$ cat config.mk
export PLATFORM = sky130hd
export DESIGN_NAME = frame_tick_gen
export DESIGN_NICKNAME = d
export VERILOG_FILES = /design/src/rtl/frame_tick_gen.sv
export SDC_FILE = /design/constraint.sdc
export NUM_CORES = 1
export LEC_CHECK = 0
export BUFFER_PORTS_ARGS = -buffer_cell sky130_fd_sc_hd__buf_2
export CORE_ASPECT_RATIO = 0.75
export CORE_MARGIN = 2
export CORE_UTILIZATION = 40
export CTS_BUF_LIST = sky130_fd_sc_hd__clkbuf_16
export DETAILED_ROUTE_END_ITERATION = 12
export GPL_ROUTABILITY_DRIVEN = 0
export HOLD_SLACK_MARGIN = 0.06
export PLACE_DENSITY_LB_ADDON = 0.12
export SYNTH_ARGS = -nofsm -noshare
export SYNTH_HDL_FRONTEND = slang
export SYNTH_SLANG_ARGS = --single-unit
$ cat constraint.sdc
create_clock -name Clk -period 3.5 [get_ports Clk]
set_input_delay 0.7 -clock Clk [delete_from_list [all_inputs] [get_ports Clk]]
set_output_delay 0.7 -clock Clk [all_outputs]
set_load 0.005 [all_outputs]
$ cat src/rtl/frame_tick_gen.sv
// Frame-rate tick generator: detects VGA vertical-sync edges and divides them per channel.
// Define VS_SYNC_EN to pass VGA_VS through a 2-flop synchronizer (VS from another clock domain).
module frame_tick_gen #(
  parameter int NUM_CH   = 2,
  parameter int DIV_W    = 8,
  parameter int FRAME_W  = 16,
  parameter int EDGE_POL = 0
) (
  input  logic                    Clk,
  input  logic                    Reset,
  input  logic                    VGA_VS,
  input  logic [NUM_CH-1:0]       ch_en,
  input  logic [NUM_CH*DIV_W-1:0] div_i,
  output logic [NUM_CH-1:0]       frame_tick,
  output logic [NUM_CH-1:0]       frame_clk,
  output logic [FRAME_W-1:0]      frame_cnt
);

  logic vs_s;

`ifdef VS_SYNC_EN
  // Arming waits until the synchronizer has filled, so an already-active VS at release is masked.
  localparam logic [1:0] ARM_DLY = 2'd3;
  logic [1:0] vs_sync;

  always_ff @(posedge Clk or posedge Reset) begin
    if (Reset) begin
      vs_sync <= '0;
    end else begin
      vs_sync <= {vs_sync[0], VGA_VS};
    end
  end

  assign vs_s = vs_sync[1];
`else
  localparam logic [1:0] ARM_DLY = 2'd1;

  assign vs_s = VGA_VS;
`endif

  logic       hist;
  logic [1:0] arm_cnt;
  logic       armed;
  logic       edge_det;
  logic       edge_r;

  assign armed = (arm_cnt == ARM_DLY);

  always_comb begin
    edge_det = 1'b0;
    if (EDGE_POL != 0) begin
      edge_det = armed & hist & ~vs_s;
    end else begin
      edge_det = armed & vs_s & ~hist;
    end
  end

  always_ff @(posedge Clk or posedge Reset) begin
    if (Reset) begin
      hist      <= 1'b0;
      arm_cnt   <= '0;
      edge_r    <= 1'b0;
      frame_cnt <= '0;
    end else begin
      hist   <= vs_s;
      edge_r <= edge_det;
      if (!armed) begin
        arm_cnt <= arm_cnt + 2'd1;
      end
      if (edge_det) begin
        frame_cnt <= frame_cnt + 1'b1;
      end
    end
  end

  // Terminal count per channel; a divisor of 0 behaves as 1.
  logic [NUM_CH-1:0][DIV_W-1:0] lim;
  logic [NUM_CH-1:0][DIV_W-1:0] ch_cnt;

  always_comb begin
    lim = '0;
    for (int unsigned k = 0; k < NUM_CH; k++) begin
      if (div_i[k*DIV_W +: DIV_W] == '0) begin
        lim[k] = '0;
      end else begin
        lim[k] = div_i[k*DIV_W +: DIV_W] - 1'b1;
      end
    end
  end

  always_ff @(posedge Clk or posedge Reset) begin
    if (Reset) begin
      ch_cnt     <= '0;
      frame_tick <= '0;
      frame_clk  <= '0;
    end else begin
      for (int unsigned k = 0; k < NUM_CH; k++) begin
        if (!ch_en[k]) begin
          ch_cnt[k]     <= '0;
          frame_tick[k] <= 1'b0;
        end else if (edge_r) begin
          // >= rather than == so a divisor lowered mid-count fires instead of wrapping.
          if (ch_cnt[k] >= lim[k]) begin
            ch_cnt[k]     <= '0;
            frame_tick[k] <= 1'b1;
            frame_clk[k]  <= ~frame_clk[k];
          end else begin
            ch_cnt[k]     <= ch_cnt[k] + 1'b1;
            frame_tick[k] <= 1'b0;
          end
        end else begin
          frame_tick[k] <= 1'b0;
        end
      end
    end
  end

endmodule

# Word-level counts from Yosys, hierarchy flattened

Cells that the tools add are included.

Output and inout port bits: 20
Flip-flop bits (word level): 40
Input port bits: 21
Word-level logic and storage cells: 43

Reductions and logical operators: 4
Magnitude comparators: 2
Bitwise gates (word level): 5
Add/subtract/negate cells: 6
Multiplexer cells: 14
Equality and inequality tests: 3

Operators by type and width:

| kind                    | number |
|---|---|
| $mux W8                 | 8 |
| $add A16 B1 Y16 const B | 1 |
| $add A8 B1 Y8 const B   | 2 |
| $ge A8 B8 Y1            | 2 |
| $logic_not A8 Y1        | 2 |
| $sub A8 B1 Y8 const B   | 2 |
| $mux W1                 | 6 |
| $reduce_and A3 Y1       | 2 |
| $ne A2 B1 Y1 const B    | 2 |
| $not A1 Y1              | 3 |
| $add A2 B1 Y2 const B   | 1 |
| $and A1 B1 Y1           | 2 |
| $eq A2 B1 Y1 const B    | 1 |

# Logic depth before layout (Yosys ltp)

Gate-level depths: netlist of the first run.

Depth in word-level cells: 6
Mapped depth: 13
Mapped depth without buffers: 12

# Least setup slack after synthesis of the first run

OpenSTA, ideal clock, no wires.

Kind: input-to-reg
From: input port div_i[0]
To: register ch_cnt[6] (netlist name)
Setup slack: 328 ps
Cell stages on the path: 13
Arrival: 3035 ps
Library setup time: 136 ps
Buffers on the path: 1
Required time: 3364 ps
Path through: inv_1 ha_1 nand2_1 or3_1 or3_1 and2_1 ha_1 nand2b_1 a21oi_1 o32a_2 buf_6 nand4_1 o311ai_2

Cells in the longest elaborated chain, start to end: 6
Elaborated cells between the ends (all ways): 7
Classes of those cells: 1 x add/sub; 1 x order compare; 4 x mux; 1 x reduce/logical

RTL lines:

| element                                                  | line   | RTL |
|---|---|---|
| start: declaration                                       | 13     | `input logic [NUM_CH*DIV_W-1:0] div_i,` |
| $sub A8 B1 Y8 / $logic_not A8 Y1 (equally long branches) | 86, 83 |  |
| $mux W8 *                                                | 83     | `if (div_i[k*DIV_W +: DIV_W] == '0) begin` |
| $ge A8 B8 Y1 *                                           | 103    | `if (ch_cnt[k] >= lim[k]) begin` |
| $mux W8 *                                                | 103    |  |
| $mux W8 *                                                | 101    | `end else if (edge_r) begin` |
| $mux W8 *                                                | 98     | `if (!ch_en[k]) begin` |
| end signal: indexed assignment                           | 108    | `ch_cnt[k] <= ch_cnt[k] + 1'b1;` |
| end: declaration                                         | 78     | `logic [NUM_CH-1:0][DIV_W-1:0] ch_cnt;` |

Every way passes the cells marked *; elsewhere a longest branch is shown, timed or not. The select of a mux whose other input is x is not followed.
A chain may end at the register's enable or synchronous reset.

# Worst setup path after layout of the first run

From: input port div_i[0]
To: register frame_clk[0]

Cells in the longest elaborated chain, start to end: 4
Elaborated cells between the ends (all ways): 5
Classes of those cells: 1 x add/sub; 1 x order compare; 1 x mux; 2 x reduce/logical

RTL lines:

| element                                                  | line   | RTL |
|---|---|---|
| $sub A8 B1 Y8 / $logic_not A8 Y1 (equally long branches) | 86, 83 |  |
| $mux W8 *                                                | 83     |  |
| $ge A8 B8 Y1 *                                           | 103    |  |
| $reduce_and A3 Y1 (no line) *                            | n/a    |  |
| end signal: indexed assignment                           | 106    | `frame_clk[k] <= ~frame_clk[k];` |
| end: declaration                                         | 15     | `output logic [NUM_CH-1:0] frame_clk,` |

Every way passes the cells marked *; elsewhere a longest branch is shown, timed or not.

==> results of run 1 <==
==> cell families (layout without fill, tap and decap cells) <==
kind of cell,Yosys count,count (layout)
AOI/OAI and AO/OA,39,39
xor gates and xnor gates,24,24
adders and majority gates,22,22
buffers and inverters,17,67
DFF,40,40
muxes,4,4
and+or+nand+nor,117,117
==> worst paths after layout <==
kind | from | to | depth (start not counted)
max in group asynchronous | Reset | ch_cnt[15] | 3
hold / removal | frame_cnt[15] | frame_cnt[15] | 1
min in group asynchronous | Reset | arm_cnt[1] | 3
setup reg to reg | ch_cnt[10] | ch_cnt[15] | 7
setup / recovery | div_i[0] | frame_clk[0] | 13
hold reg to reg | frame_cnt[15] | frame_cnt[15] | 1
==> critical path, delay by kind of cell <==
family	cells	cell delay (ps)
xor gates and xnor gates	1	180
buffers and inverters	2	170
and+or+nand+nor	6	1390
AOI/OAI and AO/OA	2	460
adders and majority gates	2	470
==> stage by stage <==
| stage | setup WS [ps] | cell area [sq um] |
|---|---|---|
| 2_1_floorplan | 328 | 2540 |
| 3_3_place_gp | 33.8 | 2870 |
| 3_5_place_dp | 2.71 | 2870 |
| 4_1_cts | 278 | 3030 |
| 5_1_grt | 63.3 | 3030 |
| 6_report | 309 | 3030 |
==> per-layer routing <==
layer / vias up / wire length (um) / global-route usage (%)
met3: 2 / 279 / 3.93
met5: - / 0 / 0
met2: 49 / 1950 / 19.7
met1: 948 / 2830 / 26.2
met4: 0 / 26 / 2.86
li1: 1049 / - / -
==> cell type report <==
class	instances	area, sq um
Fill cell	575	3190
Multi-Input combinational cell	206	1460
Sequential cell	40	1000
Timing Repair Buffer	48	260
Clock buffer	5	125
Tap cell	81	101
Clock inverter	3	42.5
Inverter	11	41.3
==> Yosys cell counts, drive strengths merged (7+ instances only) <==
cell type   n
xnor2      16
ha         22
a21oi       8
nand4       9
dfrtp      40
inv        11
nor2b       8
nor3       12
nand3      16
o21a        9
nand2      30
xor2        8
and3        7
==> power by group through the flow <==
stage | clock [mW] | sequential [mW] | combinational (mW)
2_1_floorplan | 0 | 0.552 | 0.109
5_1_grt | 0.548 | 0.558 | 0.212
4_1_cts | 0.524 | 0.550 | 0.191
3_3_place_gp | 0 | 0.559 | 0.187
6_report | 0.509 | 0.551 | 0.188
3_5_place_dp | 0 | 0.556 | 0.191
==> state kept, by name, summed over array words and instances (netlist names) <==
name,count
hist,1
edge_r,1
frame_tick,2
ch_cnt,16
frame_cnt,16
arm_cnt,2
frame_clk,2
==> qor.yml, run 1 <==
clock_tree:
  clkTransAtPathRegs_ps: 60
  cts-root-buf: "clkbuf_16"
  cts_buffers: 5
  cts_resized: 0
  cts_buffer_depth: 2
  postCtsHoldBufs: 0
  cts_sinks: 40
  tritoncts: "built"
  cts_setup_buffers: 0
  clk_latency_ps: 280
  htreeDepth: 2
synthesis:
  netlist_area_sq_mm: 0.00254
  synth_compound_area_share_pct: 11.8
  synthSimpleGateAreaFrac_pct: 25.1
  synth_cells: 263
  synth_adder_area_share_pct: 10.9
  async_flop_share_pct: 100
  synth_top_family_by_area: "simple AND/OR/NAND/NOR gates"
  synth-seq-cells: 40
  synth_top_area_cell: "dfrtp_1"
  synth_edf_count: 0
  synth.distinct_cells: 45
  synth_xor_area_share_pct: 8.29
  muxShareOfSynthArea_pct: 1.63
  yosysWarnings: 0
  synth_flop_cell: "dfrtp_1"
  synth_fp_nets: 306
  synth_top_area_share_pct: 39.5
  synth.avg_cell_area_sq_um: 9.64
  seq_area_frac_synth_pct: 39.5
  synth_area_leaders: "dfrtp_1 39%, ha_1 11%, xnor2_1 5.5%"
layout:
  final_core_util_pct: 48.7
  layout.cells.non_filler: 394
  antenna_cells: 0
  final_layout_size_suffix_gt1_share_pct: 20.4
  area_growth_pct: 19.6
  nNetsFinal: 355
  final_cell_mix: "40 x dfrtp_1, 40 x buf_2, 30 x nand2_1, 22 x ha_1, 16 x xnor2_1"
power:
  switchingPower_uw: 316
  p_leak_nw: 1.47
  p_int_uw: 932
  irDropWorstVdd_uv: 309
  p_seq_share_pct: 44.2
  p_total_mw: 1.25
  powerDensity_mw_per_mm2: 412
  swShare_pct: 25.3
  pwr-share-clk_pct: 40.7
  p_comb_share_pct: 15.1
drt:
  wl_per_cell_um: 12.9
  ant_nets: 0
  postRouteWirelength_mm: 5.08
  drt_iter0_drc: 119
  vias: 2048
  firstDrtPassIters: 4
  drc: 0
  vias_per_cell: 5.20
grt:
  grt_pass1_vias: 1810
  antenna_found_initial: 0
  grt_max_degree: 41
  overflow: 0
  grt_usage_pct: 15.6
  grt_pass1_wl_mm: 8.60
floorplanning:
  floorplan.core_area_sq_mm: 0.00622
  rows: 25
  io_pins: 41
  die-area_sq_mm: 0.00700
  die_x_um: 95.9
  die_y_um: 73.0
  start_util_pct: 40.7
worst_setup_path:
  cp-start-kind: "primary input"
  critPathSlowestCell: "or3_1"
  path_cells: "buf_2 > inv_1 > ha_1 > nand2_1 > or3_1 > or3_1 > and2_1 > ha_1 > nand2b_1 > a21oi_1 > o32a_2 > nor3_1 > xor2_1"
  path_class: "primary input to register"
  required_ps: 3700
  rrSetupSlack_ps: 1370
  critPathMaxFanout: 6
  worstPathArrival_ps: 3390
  critPathMaxStageDelay_ps: 410
  crit_path_end_kind: "register"
placement:
  place.port_buffers: 40
  place_hpwl_mm: 3.88
  placedCellCount: 386
outcome:
  outcome: "complete, no violations"
timing:
  hold_slack_ps: 463
  relSlewSlack_pct: 61.0
  fmax_mhz: 313
  tns_ps: 0
  drv_slew: 0
  final.min_clock_period_ps: 3190
  finClkSkew_ps: 3.32
  setup_violations: 0
  rsz0062_at_grt: "false"
  worstMarginPinSlew_ps: 585
  final_hold_viol_count: 0
  fin_crit_sh_pct: 91.2
flow_run:
  drv_cap: 0
min_path:
  hold_path_class: "register to register"
(Power assumes the default switching activity.)
==> run 2, diff against run 1 <==
==> constraint.sdc (replaced) <==
create_clock -name Clk -period 3.5 [get_ports Clk]
set_input_delay 0.175 -clock Clk [delete_from_list [all_inputs] [get_ports Clk]]
set_output_delay 0.175 -clock Clk [all_outputs]
set_load 0.005 [all_outputs]
==> run 2 against run 1 <==
Effect of this change:
- non-clock buffer count is 4 lower
- routed wire length is 0.37% higher
- register-to-register slack worse by 70 ps
- setup slack better by 410 ps
- sequential power hardly changed
- largest cell class unchanged
- largest power group unchanged
- count of clock-buffer cells in the layout stayed put
- critical endpoint unchanged
- clock skew is 0.50 ps lower
- flip-flop and latch count stayed put
==> qor.yml, run 2 (synthesized netlist as in run 1, its figures left out) <==
layout:
  top_regs: "ch_cnt x16, frame_cnt x16"  # unchanged
  nNetsFinal: 351  # was 355
  layout.cells.non_filler: 390  # was 394
  antenna_cells: 0  # unchanged
  multi_input_area_sq_mm: 0.00146  # unchanged
  finalInstanceArea_sq_mm: 0.00299  # was 0.00303 sq mm
  final_core_util_pct: 48.0  # was 48.7%
  final_layout_size_suffix_gt1_share_pct: 18.8  # was 20.4%
  final_cell_mix: "40 x dfrtp_1, 40 x buf_2, 30 x nand2_1, 22 x ha_1, 16 x xnor2_1"  # unchanged
  area_growth_pct: 17.7  # was 19.6%
  n_fill_cell: 590  # was 575
  regArea_sq_mm: 0.00100  # unchanged
drt:
  drt_iter0_drc: 75  # was 119
  vias: 2011  # was 2048
  firstDrtPassIters: 4  # unchanged
  postRouteWirelength_mm: 5.10  # was 5.08 mm
  drc: 0  # unchanged
  vias_per_cell: 5.16  # was 5.20
  wl_per_cell_um: 13.1  # was 12.9 um
  ant_nets: 0  # unchanged
timing:
  finClkSkew_ps: 2.82  # was 3.32 ps
  final.min_clock_period_ps: 2780  # was 3190 ps
  rsz0062_at_grt: "false"  # unchanged
  fmax_mhz: 360  # was 313 MHz
  fin_crit_sh_pct: 79.5  # was 91.2%
  worstMarginPinSlew_ps: 594  # was 585 ps
  final_hold_viol_count: 0  # unchanged
  setup_violations: 0  # unchanged
  relSlewSlack_pct: 59.7  # was 61.0%
  tns_ps: 0  # unchanged
  drv_slew: 0  # unchanged
clock_tree:
  clk_latency_ps: 280  # about the same
  tritoncts: "built"  # unchanged
  cts_sinks: 40  # unchanged
  clkTransAtPathRegs_ps: 60  # about the same
  cts_resized: 0  # unchanged
  cts_buffers: 5  # unchanged
  cts-root-buf: "clkbuf_16"  # unchanged
  cts_buffer_depth: 2  # unchanged
  htreeDepth: 2  # unchanged
power:
  p_total_mw: 1.18  # was 1.25 mW
  irDropWorstVdd_uv: 236  # was 309 uV
  p_leak_nw: 1.43  # was 1.47 nW
  powerDensity_mw_per_mm2: 395  # was 412 mW/mm^2
grt:
  antenna_found_initial: 0  # unchanged
  grt_pass1_vias: 1929  # was 1810
  grt_pass1_wl_mm: 9.31  # was 8.60 mm
  overflow: 0  # unchanged
  grt_max_degree: 27  # was 41
  grt_usage_pct: 16.9  # was 15.6%
floorplanning:
  floorplan.core_area_sq_mm: 0.00622  # unchanged
  start_util_pct: 40.7  # unchanged
  die-area_sq_mm: 0.00700  # unchanged
  io_pins: 41  # unchanged
  rows: 25  # unchanged
  die_x_um: 95.9  # unchanged
  die_y_um: 73.0  # unchanged
placement:
  dpl_cell_area_sq_mm: 0.00282  # was 0.00287 sq mm
  place.port_buffers: 40  # unchanged
  place_hpwl_mm: 3.87  # was 3.88 mm
  placedCellCount: 380  # was 386
worst_setup_path:
  worstPathArrival_ps: 2980  # was 3390 ps
  crit_path_end_kind: "register"  # unchanged
  required_ps: 3700  # about the same
  critPathMaxFanout: 13  # was 6
  rrSetupSlack_ps: 1300  # was 1370 ps
  path_class: "primary input to register"  # unchanged
  cp-start-kind: "primary input"  # unchanged
min_path:
  hold_path_class: "primary input to register"  # was register to register
outcome:
  outcome: "complete, no violations"  # unchanged
flow_run:
  drv_cap: 0  # unchanged
run 2: cell types whose count changed in the layout (fill, tap and decap cells not counted), sizes merged:
cell and change:
buf -6, bufinv -1, clkinv -1, clkinvlp +2, dlygate4sd3 +2
run 2: path summary, 6_finish.rpt:
kind,from,endpoint,depth (start not counted)
max reg2reg,ch_cnt[7],ch_cnt[6],6
max,div_i[0],frame_clk[0],13
max in group asynchronous,Reset,ch_cnt[11],4
min in group asynchronous,Reset,hist,3
min,ch_en[1],ch_cnt[10],2
min reg2reg,frame_clk[0],frame_clk[0],1
run 2: through the flow:
step	worst slack (ps)	hold WS [ps]
after floorplan	853	206
after global placement	422	257
after detailed placement	419	249
after CTS	708	213
after global routing	514	218
final	719	221
run 2: cell type report:
| type | instances | share of cell area [%] |
|---|---|---|
| Multi-Input combinational cell | 206 | 49.0 |
| Sequential cell | 40 | 33.5 |
| Timing Repair Buffer | 44 | 7.88 |
| Clock buffer | 5 | 4.19 |
| Tap cell | 81 | 3.39 |
| Inverter | 11 | 1.38 |
| Clock inverter | 3 | 0.629 |
run 2: layer usage:
metal | wire length [um] | vias up | GRT usage [%]
met1 | 2800 | 924 | 26.1
met2 | 2040 | 41 | 23.8
met3 | 236 | 2 | 3.72
li1 | - | 1044 | -
met5 | 0 | - | 0
met4 | 29 | 0 | 4.29
run 2: power breakdown:
group	switching (mW)	total (mW)	internal, mW
registers	0.0491	0.551	0.502
logic	0.0903	0.183	0.0927
clock network	0.184	0.445	0.261
run 2: critical path: stages:
cell and delay (ps):
buf_2 100, inv_1 80, ha_1 210, nand2_1 100
or3_1 340, or3_1 410, and2_1 190, ha_1 260
nand2b_1 90, a21oi_1 70, o32a_2 480, nor3_1 270
xor2_1 190
run 2: timing repair:
item | in CTS | in global routing
hold buffers | 2 | 0
setup buffers | 0 | 0
endpoints found under the hold margin | 15 | 0
